`config.mk`:
```
export PLATFORM = sky130hd
export DESIGN_NAME = rf_scoreboard
export DESIGN_NICKNAME = d
export VERILOG_FILES = /design/src/rtl/rf_scoreboard.sv
export SDC_FILE = /design/constraint.sdc
export NUM_CORES = 2
export LEC_CHECK = 0
export BUFFER_PORTS_ARGS = -buffer_cell sky130_fd_sc_hd__clkbuf_2
export CORE_MARGIN = 5
export CORE_UTILIZATION = 40
export CTS_BUF_LIST = sky130_fd_sc_hd__clkbuf_4
export DETAILED_ROUTE_END_ITERATION = 8
export GPL_TIMING_DRIVEN = 0
export SLEW_MARGIN = 10
export SYNTH_ARGS = -nofsm -noshare
export SYNTH_HDL_FRONTEND = slang
export SYNTH_SLANG_ARGS = --single-unit
```
`constraint.sdc`:
```
create_clock -name clk -period 3.5 [get_ports clk]
set_input_delay 0.7 -clock clk [delete_from_list [all_inputs] [get_ports clk]]
set_output_delay 0.7 -clock clk [all_outputs]
set_load 0.005 [all_outputs]
```
`src/rtl/rf_scoreboard.sv`:
```
// Register file with integrated per-register pending-write scoreboard.
// Latency: reads, busy flags and iss_ok are combinational; writes and pend updates land on the next clk edge.
// Backpressure: iss_ok=0 when the destination's pending counter is saturated; decode must hold and retry.
//
// Ports:
//   clk, rst            : clock, synchronous active-high reset (clears regs and pend)
//   rs1_*/rs2_*         : two combinational read ports (address, data, pending-write busy flag)
//   iss_en/iss_rd/iss_ok: decode issue of an instruction writing iss_rd; iss_ok is the accept
//   wb_en/wb_addr/wb_data: writeback port, writes data and retires one pending write
//
// Optional feature: define RF_BYPASS_EN for write-first bypass from the writeback port to
// each read port. Register 0 reads as zero and never becomes busy. Addresses >= NREGS read
// as zero, are never busy, and are ignored for writes and issues (issues report iss_ok=1).
module rf_scoreboard #(
    parameter int XLEN  = 32,
    parameter int NREGS = 32,
    parameter int PCW   = 2,
    localparam int AW   = $clog2(NREGS)
) (
    input  logic            clk,
    input  logic            rst,
    input  logic [AW-1:0]   rs1_addr,
    input  logic [AW-1:0]   rs2_addr,
    output logic [XLEN-1:0] rs1_data,
    output logic [XLEN-1:0] rs2_data,
    output logic            rs1_busy,
    output logic            rs2_busy,
    input  logic            iss_en,
    input  logic [AW-1:0]   iss_rd,
    output logic            iss_ok,
    input  logic            wb_en,
    input  logic [AW-1:0]   wb_addr,
    input  logic [XLEN-1:0] wb_data
);

    localparam logic [AW:0]    NREGS_W = NREGS[AW:0];
    localparam logic [PCW-1:0] PMAX    = '1;
    localparam logic [PCW-1:0] PONE    = PCW'(1);

    logic [XLEN-1:0] regs [NREGS];
    logic [PCW-1:0]  pend [NREGS];

    // Nonzero and inside the implemented register range.
    function automatic logic addr_valid(input logic [AW-1:0] a);
        return (a != '0) && ({1'b0, a} < NREGS_W);
    endfunction

    // ------------------------------------------------------------------
    // Issue acceptance: a saturated counter can still accept when a
    // writeback to the same register retires one entry this cycle.
    // Invalid destinations (x0, out of range) are always accepted.
    // ------------------------------------------------------------------
    always_comb begin
        iss_ok = 1'b1;
        if (addr_valid(iss_rd)) begin
            iss_ok = (pend[iss_rd] != PMAX) || (wb_en && (wb_addr == iss_rd));
        end
    end

    // ------------------------------------------------------------------
    // Read ports
    // ------------------------------------------------------------------
    always_comb begin
        rs1_data = '0;
        rs1_busy = 1'b0;
        if (addr_valid(rs1_addr)) begin
            rs1_data = regs[rs1_addr];
            rs1_busy = (pend[rs1_addr] != '0);
`ifdef RF_BYPASS_EN
            // The forwarded write retires one pending entry, so the port
            // only stays busy if another write is still outstanding.
            if (wb_en && (wb_addr == rs1_addr)) begin
                rs1_data = wb_data;
                rs1_busy = (pend[rs1_addr] > PONE);
            end
`endif
        end
    end

    always_comb begin
        rs2_data = '0;
        rs2_busy = 1'b0;
        if (addr_valid(rs2_addr)) begin
            rs2_data = regs[rs2_addr];
            rs2_busy = (pend[rs2_addr] != '0);
`ifdef RF_BYPASS_EN
            if (wb_en && (wb_addr == rs2_addr)) begin
                rs2_data = wb_data;
                rs2_busy = (pend[rs2_addr] > PONE);
            end
`endif
        end
    end

    // ------------------------------------------------------------------
    // State update. Entry 0 is never written, so it stays zero after reset.
    // ------------------------------------------------------------------
    logic wb_valid;
    logic iss_fire;

    always_comb begin
        wb_valid = wb_en && addr_valid(wb_addr);
        iss_fire = iss_en && addr_valid(iss_rd) && iss_ok;
    end

    always_ff @(posedge clk) begin
        if (rst) begin
            for (int i = 0; i < NREGS; i++) begin
                regs[i] <= '0;
                pend[i] <= '0;
            end
        end else begin
            for (int i = 1; i < NREGS; i++) begin
                if (wb_valid && (wb_addr == i[AW-1:0])) begin
                    regs[i] <= wb_data;
                end
                // Issue and writeback to the same register cancel out.
                case ({iss_fire && (iss_rd == i[AW-1:0]),
                       wb_valid && (wb_addr == i[AW-1:0])})
                    2'b10:   pend[i] <= pend[i] + PONE;
                    2'b01:   if (pend[i] != '0) pend[i] <= pend[i] - PONE;
                    default: pend[i] <= pend[i];
                endcase
            end
        end
    end

endmodule

```
== Yosys cells after proc, flatten, opt, wreduce, memory -nomap -nowiden ==
Memory sizes are Yosys's and may differ from the RTL's.
Index checks and enable logic that the tools add are counted.

* Order comparisons: 0
* Muxes and demuxes: 534
* Multipliers: 0
* Shifts and indexed selects: 0
* Equal/unequal tests: 126
* Reduce and logical (&&, ||, !) cells: 135
* Add/sub/neg operators: 62
* Bitwise gates (word level): 124
* Div/mod/pow operators: 0

{| class="wikitable"
|+ Operators by type and width
! operator !! number
|-
| 32-bit two-way mux || 33
|-
| 1-bit two-way mux || 408
|-
| 2-bit two-way mux || 93
|-
| 5-bit == test (second input constant) || 32
|-
| 1-bit OR || 124
|-
| 5-bit by 4-bit == test with 1-bit output (second input constant) || 16
|-
| 1-bit logical AND || 66
|-
| 2-bit nonzero test || 33
|-
| 2-bit by 1-bit adder with 2-bit output (second input constant) || 31
|-
| 2-bit by 1-bit == test with 1-bit output (second input constant) || 31
|-
| 2-bit == test (second input constant) || 31
|-
| 2-bit OR reduction || 31
|-
| 2-bit by 1-bit subtractor with 2-bit output (second input constant) || 31
|-
| 5-bit by 3-bit == test with 1-bit output (second input constant) || 8
|-
| 5-bit by 2-bit == test with 1-bit output (second input constant) || 4
|-
| 5-bit nonzero test || 4
|-
| 5-bit by 1-bit == test with 1-bit output (second input constant) || 2
|-
| 5-bit == test || 1
|-
| 2-bit inequality test (second input constant) || 1
|-
| 1-bit logical OR || 1
|}

* Word-level logic and storage cells: 983
* Input bits: 56
* Bits in registers: 0
* Memories kept: 2
* ROM bits: 0
* Bits in latches: 0
* Output and inout bits: 67
* Bits in writable memories: 1088

{| class="wikitable"
|+ Memory list
! memory !! words !! width !! rd ports !! clocked after memory_dff !! wr ports !! RTL line !! text
|-
| regs || 32 || 32 || 2 || 0 || 32 || 40 || <nowiki>logic [XLEN-1:0] regs [NREGS];</nowiki>
|-
| pend || 32 || 2 || 34 || 0 || 32 || 41 || <nowiki>logic [PCW-1:0] pend [NREGS];</nowiki>
|}

== Longest topological paths before layout ==
* Depth after elaboration: 13
* Gate-level depth with buffers: 15
* Mapped depth without buffers: 10

== Least setup slack after synthesis ==
Ideal clock, no wire load.

* Path kind: input-to-output
* Start: in rs1_addr[0]
* End: out rs1_data[0]
* Data required time: 2.800 ns
* Cell stages on the path: 5
* Path buffers: 2
* Path slack: 0.021 ns
* Data arrival time: 2.779 ns
* Path through: clkbuf_1 buf_1 mux4_2 mux4_2 mux2_2

* Cells in the longest elaborated chain, start to end: 2
* Elaborated cells between the ends (all ways): 3

{| class="wikitable"
|+ RTL lines
! element !! RTL line !! text
|-
| start, declared || 22 || <nowiki>input logic [AW-1:0] rs1_addr,</nowiki>
|-
| memory 32 x 32 bit or 5-bit nonzero test (tied branches) || -- ||
|-
| 32-bit two-way mux (*) || 66 || <nowiki>if (addr_valid(rs1_addr)) begin</nowiki>
|-
| end, declared || 24 || <nowiki>output logic [XLEN-1:0] rs1_data,</nowiki>
|}

Mark *: on every way between the ends. The rest lies on a longest branch, timed or not.

== Worst setup path in the final report ==
* Start: in rs2_addr[1]
* End: out rs2_data[23]

* Cells in the longest elaborated chain, start to end: 2
* Elaborated cells between the ends (all ways): 3

{| class="wikitable"
|+ RTL lines
! element !! RTL line !! text
|-
| start, declared || 23 || <nowiki>input logic [AW-1:0] rs2_addr,</nowiki>
|-
| memory 32 x 32 bit or 5-bit nonzero test (tied branches) || -- ||
|-
| 32-bit two-way mux (*) || 83 || <nowiki>if (addr_valid(rs2_addr)) begin</nowiki>
|-
| end, declared || 25 || <nowiki>output logic [XLEN-1:0] rs2_data,</nowiki>
|}

Marks and branches as above.

==> impl_metrics.env <==
export IMPL_status="finished with violations"
export IMPL_violations="negative setup slack"
export IMPL_finalNetCount=4013
export IMPL_grt_overflow_total=0
export IMPL_fin_ws_ps=-497
export IMPL_synthXorXnorAreaFrac=0.00557
export IMPL_power_leakage_uw=0.0215
export IMPL_slew_limit_headroom=0.122
export IMPL_cap_violations=0
export IMPL_cp_start_kind="primary input"
export IMPL_fill_cells=12111
export IMPL_finalCriticalPeriod_ps=4000
export IMPL_slew_violations=0
export IMPL_vias_per_cell=6.15
export IMPL_synth_seq_cells=1054
export IMPL_synth_ff_type="edfxtp_1"
export IMPL_fin_skew_ps=42.0
export IMPL_cts_tree="yes"
export IMPL_insertion_delay_ps=1170
export IMPL_cp_arrival_ps=3300
export IMPL_detail_route_wirelength_um=187000
export IMPL_syn_avg_cell_area_um2=16.0
export IMPL_cts_root_buf="clkbuf_4"
export IMPL_synthAdderAreaFrac=0.0143
export IMPL_clock_fmax_mhz=250
export IMPL_end_kind="output pin"
export IMPL_drtIter0Drc=4799
export IMPL_worst_slew_pin_slew_ps=1320
export IMPL_syn_cell_area_um2=55000
export IMPL_rows=136
export IMPL_clockBufferDepth=4
export IMPL_synth_edff_count=1054
export IMPL_synth_cell_type_count=48
export IMPL_syn_nets=3551
export IMPL_vias=36146
export IMPL_clkTransAtPathRegs_ps=70
export IMPL_gp_congestion=0.919
export IMPL_rsz0062_at_grt="true"
export IMPL_initial_core_util=0.401
export IMPL_die_x_um=381
export IMPL_required_ps=2800
export IMPL_synth_top_family_by_area="multiplexers"
export IMPL_grt_use_total=0.254
export IMPL_path_max_fanout=10
export IMPL_drcViolationCount=0
export IMPL_hold_path_class="in -> reg"
export IMPL_first_pass_iters=6
export IMPL_fin_crit_sh=1.14
export IMPL_wl_per_cell_um=31.9
export IMPL_die_area_um2=145000
export IMPL_dp_hpwl_um=133000
export IMPL_path_class="in -> out"
export IMPL_p_total_uw=31000
export IMPL_synth_warnings=0
export IMPL_antenna_found_initial=8
export IMPL_cts_sinks=1054
export IMPL_ir_worst_vdd_v=0.000261
export IMPL_final_antenna_net_count=0
export IMPL_synthSimpleGateAreaFrac=0.0742
export IMPL_htree_levels=5
export IMPL_synth_compound_area_share=0.0262
export IMPL_hold_viol=0
export IMPL_grt_pass1_wl_um=261000
export IMPL_synthToLayoutAreaGrowth_pct=14.4
export IMPL_ys_seq_area_frac=0.575
export IMPL_setup_viol=67
export IMPL_synthCells=3432
export IMPL_io_buffers=109
export IMPL_core_region_area_um2=137000
export IMPL_num_io_pins=123
export IMPL_grt_max_degree=33
export IMPL_drive_gt1_frac=0.379
export IMPL_grt_pass1_vias=36566
export IMPL_timing_hold_ws_ps=129
export IMPL_power_density_nw_per_um2=492
export IMPL_fp_dieH_um=381
export IMPL_synth_async_reset_ratio=0
export IMPL_muxShareOfSynthArea=0.274
export IMPL_cts_buffers=296
synth_stat cells (7+ instances only):
cell,number,area share
a22o_1,65,0.010
a31oi_1,16,0.0018
nor2_1,655,0.045
nand2b_1,64,0.0073
inv_1,83,0.0057
a211oi_1,20,0.0027
mux2_2,129,0.026
buf_2,40,0.0036
nand4_1,29,0.0033
a21oi_1,57,0.0052
o21bai_1,31,0.0042
ha_1,63,0.014
clkbuf_1,218,0.015
xnor2_1,33,0.0053
or2_2,16,0.0018
nor3b_1,14,0.0019
buf_1,61,0.0042
mux4_2,603,0.25
nand2_1,59,0.0040
edfxtp_1,1054,0.58
nor4_2,11,0.0025
nor2b_1,13,0.0015
buf_6,7,0.0014
nor3_1,27,0.0025
nor4_1,18,0.0020
worst paths after layout:
check | start | end | slack [ps] | cells after the start
hold reg to reg | pend[21][0] | pend[21][0] | 650 | 1
setup / recovery | rs2_addr[1] | rs2_data[23] | -500 | 9
hold / removal | wb_data[10] | regs[2][10] | 130 | 4
setup reg to reg | pend[12][1] | pend[5][0] | 120 | 10
cell families (layout without fill, tap and decap cells):
kind of cell	after synthesis	after routing
buffers and inverters	415	1060
DFF	1054	1054
muxes	736	736
xor gates and xnor gates	35	35
and+or+nand+nor	928	928
AOI/OAI and AO/OA	201	201
adders and majority gates	63	63
other	0	3
per-stage QoR:
step	instances	setup WS (ps)	util	area (um^2)	setup TNS [ps]
final	5874	-497	0.459	62900	-25880
after CTS	5868	-558	0.458	62800	-29070
after floorplan	3432	20.6	-	55000	0
after global placement	5335	-1940	0.422	57800	-1063830
after detailed placement	5359	-1920	0.426	58400	-246680
after global routing	5873	-579	0.459	62900	-29640
flip-flops by register name, summed over array words and instances (netlist names):
signal / count
regs: 992
pend: 62
cells in the final DEF, fill, tap and decap left out, types with 5 or more instances in the layout:
| master | Yosys | final |
|---|---|---|
| clkbuf_4 | 0 | 451 |
| xnor2_1 | 33 | 33 |
| mux4_2 | 603 | 603 |
| or2_4 | 0 | 7 |
| nor2_1 | 655 | 651 |
| mux2_2 | 129 | 66 |
| nor2b_1 | 13 | 13 |
| or2_2 | 16 | 9 |
| buf_12 | 0 | 17 |
| buf_2 | 40 | 19 |
| nor4_2 | 11 | 13 |
| a21oi_1 | 57 | 56 |
| a31oi_1 | 16 | 16 |
| inv_2 | 0 | 5 |
| clkinv_1 | 0 | 46 |
| o21bai_1 | 31 | 31 |
| nand2_1 | 59 | 59 |
| inv_1 | 83 | 83 |
| nor3_1 | 27 | 27 |
| clkbuf_1 | 218 | 150 |
| nand2b_1 | 64 | 37 |
| edfxtp_1 | 1054 | 1054 |
| buf_4 | 5 | 70 |
| clkbuf_8 | 0 | 5 |
| buf_1 | 61 | 31 |
| and2_1 | 5 | 5 |
| nor3b_1 | 14 | 14 |
| clkbuf_2 | 1 | 133 |
| nand2b_2 | 0 | 22 |
| mux2_4 | 1 | 64 |
| a211oi_1 | 20 | 20 |
| ha_1 | 63 | 63 |
| buf_16 | 0 | 7 |
| nor4_1 | 18 | 14 |
| nand3_1 | 6 | 6 |
| nand4_1 | 29 | 29 |
| a22o_1 | 65 | 65 |
| buf_6 | 7 | 26 |
| nand2b_4 | 0 | 5 |
| clkinv_2 | 0 | 8 |
worst max-delay path: stages:
cell and delay (ps):
buf_2 250, buf_6 210, buf_4 230, buf_8 190
clkbuf_4 280, mux4_2 340, mux4_2 610, mux2_4 340
clkbuf_2 120
final cells by class:
type	count	area [um^2]	area share
Sequential cell	1054	31700	0.503
Multi-Input combinational cell	1963	22100	0.351
Clock buffer	421	3160	0.0502
Tap cell	1794	2240	0.0357
Buffer	330	1820	0.0290
Timing Repair Buffer	166	1360	0.0216
Inverter	83	312	0.00495
Clock inverter	60	262	0.00416
Antenna cell	3	7.51	0.000119
repair_timing:
| item | 4_1_cts | 5_1_grt |
|---|---|---|
| pin swaps | 2 | 8 |
| setup buffers | 26 | 4 |
| hold endpoints to repair | 18 | 0 |
| resized for setup | 324 | 61 |
| endpoints found under the setup margin | 67 | 84 |
| hold buffers | 3 | 0 |
layer usage:
metal	track usage	share of wire	vias to the layer above
met3	0.0774	0.12	404
met5	0.00265	0.00014	-
met1	0.334	0.38	18835
li1	-	-	14697
met2	0.397	0.46	2206
met4	0.103	0.040	4
power breakdown:
group	internal [uW]	leakage, uW	switching (uW)
clock	5550	0.00208	5290
sequential	14800	0.0101	423
combinational	2220	0.00926	2650
(Power assumes the default switching activity.)
